**config.mk**
```make
export PLATFORM = sky130hd
export DESIGN_NAME = generation_sequencer
export DESIGN_NICKNAME = d
export VERILOG_FILES = /design/src/rtl/conway_pkg.sv /design/src/rtl/delay_counter.sv /design/src/rtl/generation_sequencer.sv
export SDC_FILE = /design/constraint.sdc
export NUM_CORES = 1
export LEC_CHECK = 0
export ABC_AREA = 1
export CAP_MARGIN = 20
export CORE_UTILIZATION = 65
export CTS_CLUSTER_DIAMETER = 60
export CTS_CLUSTER_SIZE = 12
export DETAILED_ROUTE_END_ITERATION = 10
export DONT_BUFFER_PORTS = 1
export HOLD_SLACK_MARGIN = 0.02
export PLACE_DENSITY_LB_ADDON = 0.1
export SLEW_MARGIN = 40
export SYNTH_ARGS = -nofsm -noshare
export SYNTH_HDL_FRONTEND = slang
export SYNTH_SLANG_ARGS = --single-unit
export TNS_END_PERCENT = 20
```
**constraint.sdc**
```tcl
create_clock -name clk -period 3.2 [get_ports clk]
set_input_delay 0.64 -clock clk [delete_from_list [all_inputs] [get_ports clk]]
set_output_delay 0.64 -clock clk [all_outputs]
set_load 0.1 [all_outputs]
```
**src/rtl/conway_pkg.sv**
```systemverilog
// Shared definitions for the life-generation sequencer: state encoding and default array width.
// Latency: n/a (types and constants only).
// Backpressure: n/a.
package conway_pkg;

  // Phases of one generation; WAIT is only reachable when the inter-generation delay is nonzero.
  typedef enum logic [2:0] {
    ST_IDLE,
    ST_LOAD,
    ST_COMPUTE,
    ST_STORE,
    ST_WAIT
  } state_t;

  localparam int DEFAULT_NUM_POS = 4;

endpackage

```
**src/rtl/delay_counter.sv**
```systemverilog
// Loadable down-counter that times the idle gap between generations.
// Latency: expired drops the cycle after load and rises again load_val cycles later.
// Backpressure: none; it free-runs down to zero and holds there.
//
// Ports:
//   clk      in   rising-edge clock
//   rst_n    in   asynchronous active-low reset (clears the count)
//   load     in   reload the count with load_val on the next edge
//   load_val in   W-bit reload value
//   expired  out  count is zero
module delay_counter #(
  parameter int W = 4
) (
  input  logic         clk,
  input  logic         rst_n,
  input  logic         load,
  input  logic [W-1:0] load_val,
  output logic         expired
);

  logic [W-1:0] cnt;

  always_ff @(posedge clk or negedge rst_n) begin
    if (!rst_n) begin
      cnt <= '0;
    end else if (load) begin
      cnt <= load_val;
    end else if (cnt != '0) begin
      cnt <= cnt - W'(1);
    end
  end

  assign expired = (cnt == '0);

endmodule

```
**src/rtl/generation_sequencer.sv**
```systemverilog
// Sequences one life generation: load array, compute handshake, store back, optional idle gap.
// Latency: a start seen at edge k gives write_array=1, pos=0 right after edge k; period 2*NUM_POS+run+DELAY.
// Backpressure: the compute engine stalls the sequence by holding done low; step while busy is dropped.
//
// Ports:
//   clk          in   rising-edge clock
//   reset        in   asynchronous active-low reset
//   enable       in   free-run: start and keep starting generations while high
//   step         in   one-cycle pulse starting exactly one generation from IDLE
//   done         in   compute engine finished; only looked at in COMPUTE
//   write_array  out  array load strobe, one per position
//   run          out  compute request, held until done
//   pos          out  position index for load/store
//   write_mem    out  memory store strobe, one per position
//   busy         out  sequencer not idle
//   generation   out  completed-generation count (wraps)
module generation_sequencer
  import conway_pkg::*;
#(
  parameter  int NUM_POS = DEFAULT_NUM_POS,
  parameter  int DELAY   = 16,
  parameter  int GEN_W   = 16,
  localparam int POS_W   = $clog2(NUM_POS)
) (
  input  logic             clk,
  input  logic             reset,
  input  logic             enable,
  input  logic             step,
  input  logic             done,
  output logic             write_array,
  output logic             run,
  output logic [POS_W-1:0] pos,
  output logic             write_mem,
  output logic             busy,
  output logic [GEN_W-1:0] generation
);

  localparam logic [POS_W-1:0] LAST_POS = POS_W'(NUM_POS - 1);

  state_t           state;
  state_t           state_nxt;
  logic [POS_W-1:0] pos_nxt;
  logic             store_end;
  logic             wait_done;

  assign store_end = (state == ST_STORE) && (pos == LAST_POS);

  // The gap timer is reloaded on the last store cycle so that WAIT lasts exactly DELAY cycles.
  generate
    if (DELAY > 0) begin : g_wait
      localparam int CNT_W = (DELAY > 1) ? $clog2(DELAY) : 1;

      delay_counter #(
        .W(CNT_W)
      ) u_delay (
        .clk     (clk),
        .rst_n   (reset),
        .load    (store_end),
        .load_val(CNT_W'(DELAY - 1)),
        .expired (wait_done)
      );
    end else begin : g_no_wait
      assign wait_done = 1'b1;
    end
  endgenerate

  always_comb begin
    state_nxt = state;
    pos_nxt   = pos;
    case (state)
      ST_IDLE: begin
        if (enable || step) begin
          state_nxt = ST_LOAD;
          pos_nxt   = '0;
        end
      end
      ST_LOAD: begin
        if (pos == LAST_POS) begin
          state_nxt = ST_COMPUTE;
          pos_nxt   = '0;
        end else begin
          pos_nxt = pos + POS_W'(1);
        end
      end
      ST_COMPUTE: begin
        if (done) begin
          state_nxt = ST_STORE;
          pos_nxt   = '0;
        end
      end
      ST_STORE: begin
        if (store_end) begin
          pos_nxt = '0;
          if (DELAY > 0) begin
            state_nxt = ST_WAIT;
          end else begin
            state_nxt = enable ? ST_LOAD : ST_IDLE;
          end
        end else begin
          pos_nxt = pos + POS_W'(1);
        end
      end
      ST_WAIT: begin
        if (wait_done) begin
          state_nxt = enable ? ST_LOAD : ST_IDLE;
        end
      end
      default: begin
        state_nxt = ST_IDLE;
        pos_nxt   = '0;
      end
    endcase
  end

  // Strobes are registered from the next state so each is a clean flop output
  // and at most one of them can be high in any cycle.
  always_ff @(posedge clk or negedge reset) begin
    if (!reset) begin
      state       <= ST_IDLE;
      pos         <= '0;
      generation  <= '0;
      write_array <= 1'b0;
      run         <= 1'b0;
      write_mem   <= 1'b0;
      busy        <= 1'b0;
    end else begin
      state       <= state_nxt;
      pos         <= pos_nxt;
      write_array <= (state_nxt == ST_LOAD);
      run         <= (state_nxt == ST_COMPUTE);
      write_mem   <= (state_nxt == ST_STORE);
      busy        <= (state_nxt != ST_IDLE);
      if (store_end) begin
        generation <= generation + GEN_W'(1);
      end
    end
  end

endmodule

```
==> impl_metrics.yaml, run 1 <==
yosys:
  ys_seq_elements: 29
  synth_fa_ha_area_share_pct: 2.504
  ys_seq_area_share_pct: 48.41
  synthCells: 184
  synthMuxAreaShare_pct: 0
  syn_area_per_cell_um2: 8.146
  synth_compound_area_share_pct: 4.674
  yosysWarnings: 0
  syn-num-nets: 192
  synth_cell_types: 23
  yosys.area_share.simple_pct: 33.47
  netlist_area_um2: 1499
  synth_top_family_by_area: "simple AND/OR/NAND/NOR gates"
  synthXorXnorAreaFrac_pct: 4.674
worst_setup_path:
  r2r_slack_ns: 1.39
  cp.arrival_ns: 1.25
  cp.required_ns: 2.56
  crit_path_end_kind: "output pin"
  path_class: "flop to output pin"
  crit_path_start_kind: "flop"
  path_max_fanout: 1
global_routing:
  antenna_found_initial: 0
  grtUsageTotal_pct: 29.57
  grt_max_degree: 30
  overflow: 0
  grt_pass1_vias: 1335
  grt_first_pass_wirelength_um: 5354
clock_tree:
  cts_buffers: 5
  clock_sinks: 29
  cts_tree: "built"
  ctsLongestPathBuffers: 2
  root_buffer: "clkbuf_4"
  clock_latency_ns: 0.33
  clk_pin_slew_ns: 0.09
  cts_max_level: 2
  cts_resized: 0
drt:
  finalWirelength_um: 3037
  final_antenna_net_count: 0
  viasPerCell: 5.433
  num_vias: 1266
  drtIter0Drc: 36
  wire_per_inst_um: 13.03
  drc_errors: 0
  drt_pre_antenna_iters: 4
placement:
  dp_hpwl_um: 2192
  gp_congestion: 0.8535
  io_buffers: 0
  place_area_um2: 1627
final_layout:
  layout.nets: 212
  stdcell_area_um2: 1705
  drive_above_1_share_pct: 19.02
  area_growth_pct: 13.77
  num_antenna_cells: 0
  post-route-util_pct: 77.84
timing:
  hold_viol: 0
  clock.fmax_mhz: 530.4
  skew_ns: 0.01582
  slew-limit-headroom_pct: 41.36
  fin_tns_setup_ns: 0
  finalSetupViolations: 0
  fin_crit_ns: 1.885
  maxSlewViolCount: 0
  post-route-period-util_pct: 58.91
  rsz0062_at_grt: "no"
  tightest_slew_ns: 0.8802
  worst_hold_slack_ns: 0.1138
run:
  drv_cap: 0
power:
  p_clk_share_pct: 15.6
  powerDensity_nw_per_um2: 875.8
  ir_worst_vdd_mv: 0.7804
  p_switching_mw: 0.7715
  seq_power_share_pct: 44.1
  totalPowerFinal_mw: 1.494
  cellLeakagePower_nw: 0.8183
  switching_share_pct: 51.66
  intPower_mw: 0.7221
  p_comb_share_pct: 40.3
floorplanning:
  dieArea_um2: 2502
  die_y_um: 50.02
  row_count: 17
  io_pins: 27
  die_x_um: 50.02
  core_area_um2: 2191
  start_util_pct: 68.42
worst_hold_path:
  min_path_type: "input pin to async pin"
status:
  outcome: "finished, final reports clean"
[cell usage after synthesis]
master,n,area share [%]
nand2_1,56,14
dfrtp_1,29,48
nor2_1,25,6.3
inv_1,19,4.8
nand3_1,9,3.0
o21ai_0,8,2.7
nand4_1,5,2.1
nor2_4,4,3.0
xnor2_1,4,2.3
xor2_1,4,2.3
ha_1,3,2.5
inv_2,3,0.75
nor2_2,3,1.3
o211ai_1,2,1.0
o21ai_1,2,0.67
a21oi_1,1,0.33
buf_6,1,0.75
nand2_4,1,0.75
nand3_4,1,1.2
nand3b_1,1,0.50
nor3_1,1,0.33
nor3_2,1,0.67
or2_2,1,0.42
[final cells by class]
cell class	instances	area, um^2
multi-input cells	132	679.4
fillers	156	485.5
repair buffers	14	117.6
well taps	28	35.03
flip-flops and latches	29	732.0
clock buffers	8	58.81
inverters	22	82.58
[layer usage]
metal / vias up / wire (um) / global-route usage (%)
met5: - / 0 / 0
met4: 0 / 68 / 15.24
met3: 9 / 167 / 10.19
met2: 42 / 1637 / 54.67
met1: 599 / 1164 / 28.02
li1: 616 / - / -
[cells by family (layout without fill, tap and decap cells)]
logic type / Yosys count / count (layout)
AOI/OAI and AO/OA: 13 / 13
and+or+nand+nor: 108 / 108
xor gates and xnor gates: 8 / 8
DFF: 29 / 29
buffers and inverters: 23 / 44
adders and majority gates: 3 / 3
[power by group through the flow]
stage | Combinational (mW) | Sequential [mW] | Clock [mW]
2_1_floorplan | 0.261 | 0.876 | 0
3_3_place_gp | 0.565 | 0.662 | 0
3_5_place_dp | 0.590 | 0.665 | 0
4_1_cts | 0.606 | 0.657 | 0.235
5_1_grt | 0.664 | 0.668 | 0.255
6_report | 0.602 | 0.659 | 0.232
[placed cells by master (no fill, tap or decap)]
cell / n
clkbuf_4: 5
nand2_4: 1
clkbuf_8: 1
nor2_2: 3
o211ai_1: 2
xnor2_1: 4
o21ai_0: 8
nor2_4: 4
dfrtp_1: 24
nand3_1: 9
dfrtp_2: 5
ha_1: 3
nand3b_1: 1
a21oi_1: 1
xor2_1: 4
nor2_1: 25
nand4_1: 5
inv_2: 3
or2_2: 1
nor3_1: 1
nor3_2: 1
clkbuf_1: 2
nand2_1: 56
nand3_4: 1
inv_1: 19
o21ai_1: 2
buf_4: 13
buf_12: 1
[per-stage QoR]
step,setup WS [ns],instances
after detailed placement,1.405,224
after global placement,1.427,224
after floorplan,1.107,184
after global routing,1.263,233
final,1.315,233
after CTS,1.304,233
[sequential cells by signal, summed over array words and instances, names as in the netlist]
signal / flops
write_mem: 1
write_array: 1
run: 1
pos: 2
g_wait.u_delay.cnt: 4
busy: 1
state: 3
generation: 16
[path summary, 6_finish.rpt]
path / startpoint / end / depth (start not counted)
worst max-delay path: busy$_DFF_PN0_ / busy / 0
worst min-delay path: reset / generation[2]$_DFFE_PN0P_ / 1
worst max register to register: pos[1]$_DFFE_PN0P_ / generation[8]$_DFFE_PN0P_ / 7
worst min register to register: g_wait.u_delay.cnt[1]$_DFFE_PN0P_ / g_wait.u_delay.cnt[1]$_DFFE_PN0P_ / 2
max in group asynchronous: reset / state[0]$_DFF_PN0_ / 1
min in group clk: g_wait.u_delay.cnt[1]$_DFFE_PN0P_ / g_wait.u_delay.cnt[1]$_DFFE_PN0P_ / 2
[timing repair]
action,4_1_cts,5_1_grt
hold buffers,1,0
setup buffers,0,0
endpoints found under the hold margin,29,0
(Power assumes the default switching activity.)
==> inputs of run 2 (changes only) <==
--- a/config.mk
+++ b/config.mk
@@ -7,7 +7,7 @@
 export LEC_CHECK = 0
 export ABC_AREA = 1
 export CAP_MARGIN = 20
-export CORE_UTILIZATION = 65
+export CORE_UTILIZATION = 61
 export CTS_CLUSTER_DIAMETER = 60
 export CTS_CLUSTER_SIZE = 12
 export DETAILED_ROUTE_END_ITERATION = 10
==> constraint.sdc (replaced) <==
create_clock -name clk -period 1.85 [get_ports clk]
set_input_delay 0.37 -clock clk [delete_from_list [all_inputs] [get_ports clk]]
set_output_delay 0.37 -clock clk [all_outputs]
set_load 0.1 [all_outputs]
==> impl_metrics.yaml, run 2 (synthesized netlist as in run 1, its figures left out) <==
power:
  intPower_mw: 1.442
  p_switching_mw: 1.347
  ir_worst_vdd_mv: 1.722
  p_comb_share_pct: 47.4
  powerDensity_nw_per_um2: 1540
  seq_power_share_pct: 33.2
  cellLeakagePower_nw: 0.8827
  switching_share_pct: 48.30
  p_clk_share_pct: 19.3
global_routing:
  grt_pass1_vias: 1349
  overflow: 0
  antenna_found_initial: 0
  grt_first_pass_wirelength_um: 5651
  grtUsageTotal_pct: 29.54
  grt_max_degree: 30
placement:
  gp_congestion: 0.9002
  dp_hpwl_um: 2368
  io_buffers: 0
  place_inst: 233
drt:
  drt_pre_antenna_iters: 5
  drc_errors: 0
  num_vias: 1318
  final_antenna_net_count: 0
  finalWirelength_um: 3347
  viasPerCell: 5.424
  wire_per_inst_um: 13.77
  drtIter0Drc: 49
worst_setup_path:
  crit_path_start: "pos[0]$_DFFE_PN0P_"
  crit_path_max_incr_delay_ns: 0.41
  cp.arrival_ns: 1.82
  path_class: "flop to flop"
  cp_cell_sequence: "ha_1 > nand3_4 > inv_2 > nor3_2 > inv_2 > nor2_1"
  crit_path_end_kind: "flop"
  r2r_slack_ns: 0.27
  crit_slowest_cell: "dfrtp_2"
  path_max_fanout: 15
  cp.required_ns: 2.10
  rr_startpoint: "pos[0]$_DFFE_PN0P_"
  crit_path_start_kind: "flop"
  crit_family: "simple AND/OR/NAND/NOR gates"
  cp_num_buf_inv: 2
  cpMostUsedCell: "inv_2"
floorplanning:
  io_pins: 27
  start_util_pct: 66.48
  die_x_um: 51.57
  dieArea_um2: 2659
  die_y_um: 51.57
  core_area_um2: 2255
  row_count: 17
clock_tree:
  clock_latency_ns: 0.32
  clock_sinks: 29
  root_buffer: "clkbuf_4"
  cts_max_level: 2
  cts_resized: 0
  cts_tree: "built"
  cts_buffers: 5
  cts_setup_buffers: 0
  clk_pin_slew_ns: 0.10
  ctsLongestPathBuffers: 2
final_layout:
  drive_above_1_share_pct: 23.26
  largest_register_ffs: 16
  post-route-util_pct: 80.30
  final_cells: 243
  fillers: 157
  area_growth_pct: 20.78
  reg_top3: "generation x16, g_wait.u_delay.cnt x4, state x3"
  num_antenna_cells: 0
  final_cell_mix: "nand2_1 (56), nor2_1 (25), dfrtp_1 (23), buf_4 (22), inv_1 (19)"
  max_flop_register: "generation"
  layout.nets: 222
  final_common_cell: "nand2_1"
worst_hold_path:
  hp-start: "done"
  min_path_type: "input pin to flop"
timing:
  slew-limit-headroom_pct: 79.46
  skew_ns: 0.01079
  rsz0062_at_grt: "no"
  post-route-period-util_pct: 85.21
  tightest_slew_ns: 0.3065
  worst_hold_slack_ns: 0.2888
  hold_viol: 0
  finalSetupViolations: 0
  fin_crit_ns: 1.576
  maxSlewViolCount: 0
  clock.fmax_mhz: 634.4
run:
  drv_cap: 0
status:
  outcome: "finished, final reports clean"
==> run 2: cell count changes in the layout (fill, tap and decap cells not counted), sizes merged <==
| cell | change |
|---|---|
| buf | +9 |
| bufinv | +1 |
| clkbuf | -1 |
| dlygate4sd3 | +1 |
==> run 2: through the flow <==
step                worst slack, ns  cell area, um^2  total power, mW  setup TNS [ns]
finish                       0.2737             1810            2.789               0
global route                 0.1451             1810            2.942               0
CTS                          0.2610             1810            2.801               0
detailed placement           0.2887             1695            2.243               0
global placement             0.3407             1695            2.185               0
floorplan                  -0.02053             1506            1.978        -0.02053
==> run 2: worst paths after layout <==
| check | end | cells after the start |
|---|---|---|
| worst max-delay path | run$_DFF_PN0_ | 6 |
| worst min-delay path | pos[1]$_DFFE_PN0P_ | 3 |
| worst max register to register | run$_DFF_PN0_ | 6 |
| worst min register to register | generation[3]$_DFFE_PN0P_ | 1 |
| max in group asynchronous | generation[0]$_DFFE_PN0P_ | 2 |
| min in group asynchronous | generation[6]$_DFFE_PN0P_ | 2 |
==> run 2: metal layers <==
| layer | GRT usage, % | vias up | share of wire [%] |
|---|---|---|---|
| met5 | 0 | - | 0 |
| met4 | 10.81 | 0 | 1.7 |
| met3 | 8.187 | 10 | 5.1 |
| met2 | 50.87 | 52 | 50 |
| met1 | 35.09 | 615 | 43 |
| li1 | - | 641 | - |
==> run 2: area by class of cell <==
| cell class | instances | area (um^2) | share of cell area, % |
|---|---|---|---|
| clock buffers | 7 | 55.05 | 3.041 |
| clock inverters | 1 | 30.03 | 1.659 |
| inverters | 22 | 82.58 | 4.561 |
| multi-input cells | 132 | 679.4 | 37.53 |
| flip-flops and latches | 29 | 733.2 | 40.50 |
| well taps | 28 | 35.03 | 1.935 |
| repair buffers | 24 | 195.2 | 10.78 |
==> run 2: power groups by stage <==
stage               sequential [mW]  combinational [mW]  clock (mW)
finish                        0.927                1.32       0.539
global route                  0.950                1.42       0.568
CTS                           0.925                1.33       0.548
detailed placement            0.938                1.30           0
global placement              0.925                1.26           0
floorplan                      1.53               0.450           0
==> run 2: what timing repair did <==
item                                   4_1_cts  5_1_grt
hold buffers                                 2        0
endpoints found under the hold margin       29        0
setup endpoints to repair                    0        0
==> run 2: tightest hold or removal path: stages <==
cell     delay, ns
o21ai_0       0.09
nand2_1       0.07
nand2_1       0.04
==> inputs of run 3 (changes only) <==
--- a/config.mk
+++ b/config.mk
@@ -14,6 +14,7 @@
 export DONT_BUFFER_PORTS = 1
 export HOLD_SLACK_MARGIN = 0.02
 export PLACE_DENSITY_LB_ADDON = 0.1
+export SETUP_SLACK_MARGIN = 0.4
 export SLEW_MARGIN = 40
 export SYNTH_ARGS = -nofsm -noshare
 export SYNTH_HDL_FRONTEND = slang
==> impl_metrics.yaml, run 3 (synthesized netlist as in run 1, its figures left out) <==
status:
  outcome: "finished, final reports clean"
power:
  powerDensity_nw_per_um2: 1509
  ir_worst_vdd_mv: 1.516
  totalPowerFinal_mw: 2.974
  cellLeakagePower_nw: 0.8900
timing:
  skew_ns: 0.01271
  clock.fmax_mhz: 689.2
  fin_crit_ns: 1.451
  post-route-period-util_pct: 78.43
  rsz0062_at_grt: "yes"
  finalSetupViolations: 0
  fin_tns_setup_ns: 0
  slew-limit-headroom_pct: 80.18
  maxSlewViolCount: 0
  hold_viol: 0
  tightest_slew_ns: 0.2973
worst_setup_path:
  crit_path_start_kind: "flop"
  cp_num_buf_inv: 1
  cp.required_ns: 1.48
  cp_cell_sequence: "buf_4"
  crit_family: "flip-flops"
  path_class: "flop to output pin"
  crit_slowest_cell: "dfrtp_4"
  crit_path_max_incr_delay_ns: 0.50
  path_max_fanout: 2
  crit_path_end_kind: "output pin"
  cp.arrival_ns: 1.08
global_routing:
  grt_first_pass_wirelength_um: 6016
  grt-busiest-layer: "met2"
  use_met1_pct: 36.58
  use_met3_pct: 11.70
  use_met2_pct: 54.33
  antenna_found_initial: 0
  grt_pass1_vias: 1377
  grtUsageTotal_pct: 32.62
  grt_max_degree: 30
  overflow: 0
clock_tree:
  clock_latency_ns: 0.34
  cts_buffers: 5
  cts_max_level: 2
  clk_pin_slew_ns: 0.08
  cts_tree: "built"
  root_buffer: "clkbuf_4"
  clock_sinks: 29
  ctsLongestPathBuffers: 2
final_layout:
  post-route-util_pct: 87.40
  fillers: 109
  reg_top3: "generation x16, g_wait.u_delay.cnt x4, state x3"
  final_common_cell: "nand2_1"
  final_cell_mix: "nand2_1 (56), buf_4 (23), nor2_1 (22), inv_1 (15), dfrtp_1 (11)"
  max_flop_register: "generation"
  area_growth_pct: 31.47
  layout.nets: 229
  largest_register_ffs: 16
  num_antenna_cells: 0
  multi_input_area_um2: 755.7
  seq_area_um2: 768.2
  final_cells: 250
  drive_above_1_share_pct: 36.04
worst_hold_path:
  min_path_type: "input pin to flop"
placement:
  dp_hpwl_um: 2468
  place_inst: 233
  gp_congestion: 0.9013
  io_buffers: 0
drt:
  drc_errors: 0
  wire_per_inst_um: 15.10
  drtIter0Drc: 44
  finalWirelength_um: 3774
  final_antenna_net_count: 0
  viasPerCell: 5.512
  drt_pre_antenna_iters: 4
  num_vias: 1378
floorplanning:
  dieArea_um2: 2659
  core_area_um2: 2255
  start_util_pct: 66.48
  row_count: 17
  die_x_um: 51.57
  io_pins: 27
  die_y_um: 51.57
run:
  drv_cap: 0
## run 3: cell count changes in the layout (fill, tap and decap cells not counted), sizes merged
cell    before  now
nand3       10   11
clkinv       0    1
bufinv       1    0
buf         23   29
## run 3: path summary, 6_finish.rpt
kind                                              startpoint                         to  slack (ns)  cells after the start
max                                       pos[1]$_DFFE_PN0P_                     pos[1]        0.40                      1
min in group asynchronous                              reset  generation[2]$_DFFE_PN0P_        0.47                      2
max in group asynchronous                              reset         pos[1]$_DFFE_PN0P_        1.18                      2
min                                                     done         pos[1]$_DFFE_PN0P_        0.29                      3
max reg2reg                g_wait.u_delay.cnt[0]$_DFFE_PN0P_              run$_DFF_PN0_        0.43                      9
min reg2reg                        generation[5]$_DFFE_PN0P_  generation[5]$_DFFE_PN0P_        0.51                      1
## run 3: final cells by class
| cell class | count | area share [%] |
|---|---|---|
| clock buffer | 7 | 3.302 |
| clock inverter | 1 | 0.2540 |
| inverter | 22 | 4.190 |
| multi-input combinational | 133 | 38.35 |
| sequential | 29 | 38.98 |
| tap | 28 | 1.778 |
| timing repair buffer | 30 | 13.14 |
## run 3: power breakdown
part | switching (mW) | total [mW] | leakage, nW | internal, mW
Clock | 0.222 | 0.442 | 0.0413 | 0.220
Sequential | 0.177 | 1.01 | 0.348 | 0.828
Combinational | 1.09 | 1.53 | 0.500 | 0.439
## run 3: routing by layer
layer  share of wire (%)  wire length, um  vias to the layer above
met5                   0                0                        -
met4                 3.5              131                        0
met3                 6.5              245                       14
met2                  53             1986                       53
met1                  37             1411                      654
li1                    -                -                      657
## run 3: metrics by stage
| step | setup WS [ns] | cell area, um^2 | hold slack (ns) |
|---|---|---|---|
| 6_report | 0.3990 | 1971 | 0.2918 |
| 3_5_place_dp | 0.3052 | 1762 | 0.07503 |
| 4_1_cts | 0.3647 | 1887 | 0.2907 |
| 2_1_floorplan | 0.3734 | 1573 | 0.07441 |
| 5_1_grt | 0.3103 | 1971 | 0.3119 |
| 3_3_place_gp | 0.3981 | 1762 | 0.07501 |
## run 3: what timing repair did
item | CTS | global route
pin swaps | 1 | 3
endpoints found under the setup margin | 17 | 21
endpoints found under the hold margin | 29 | 0
gates cloned | 0 | 1
resized for setup | 1 | 14
hold buffers | 2 | 0
setup buffers | 3 | 3
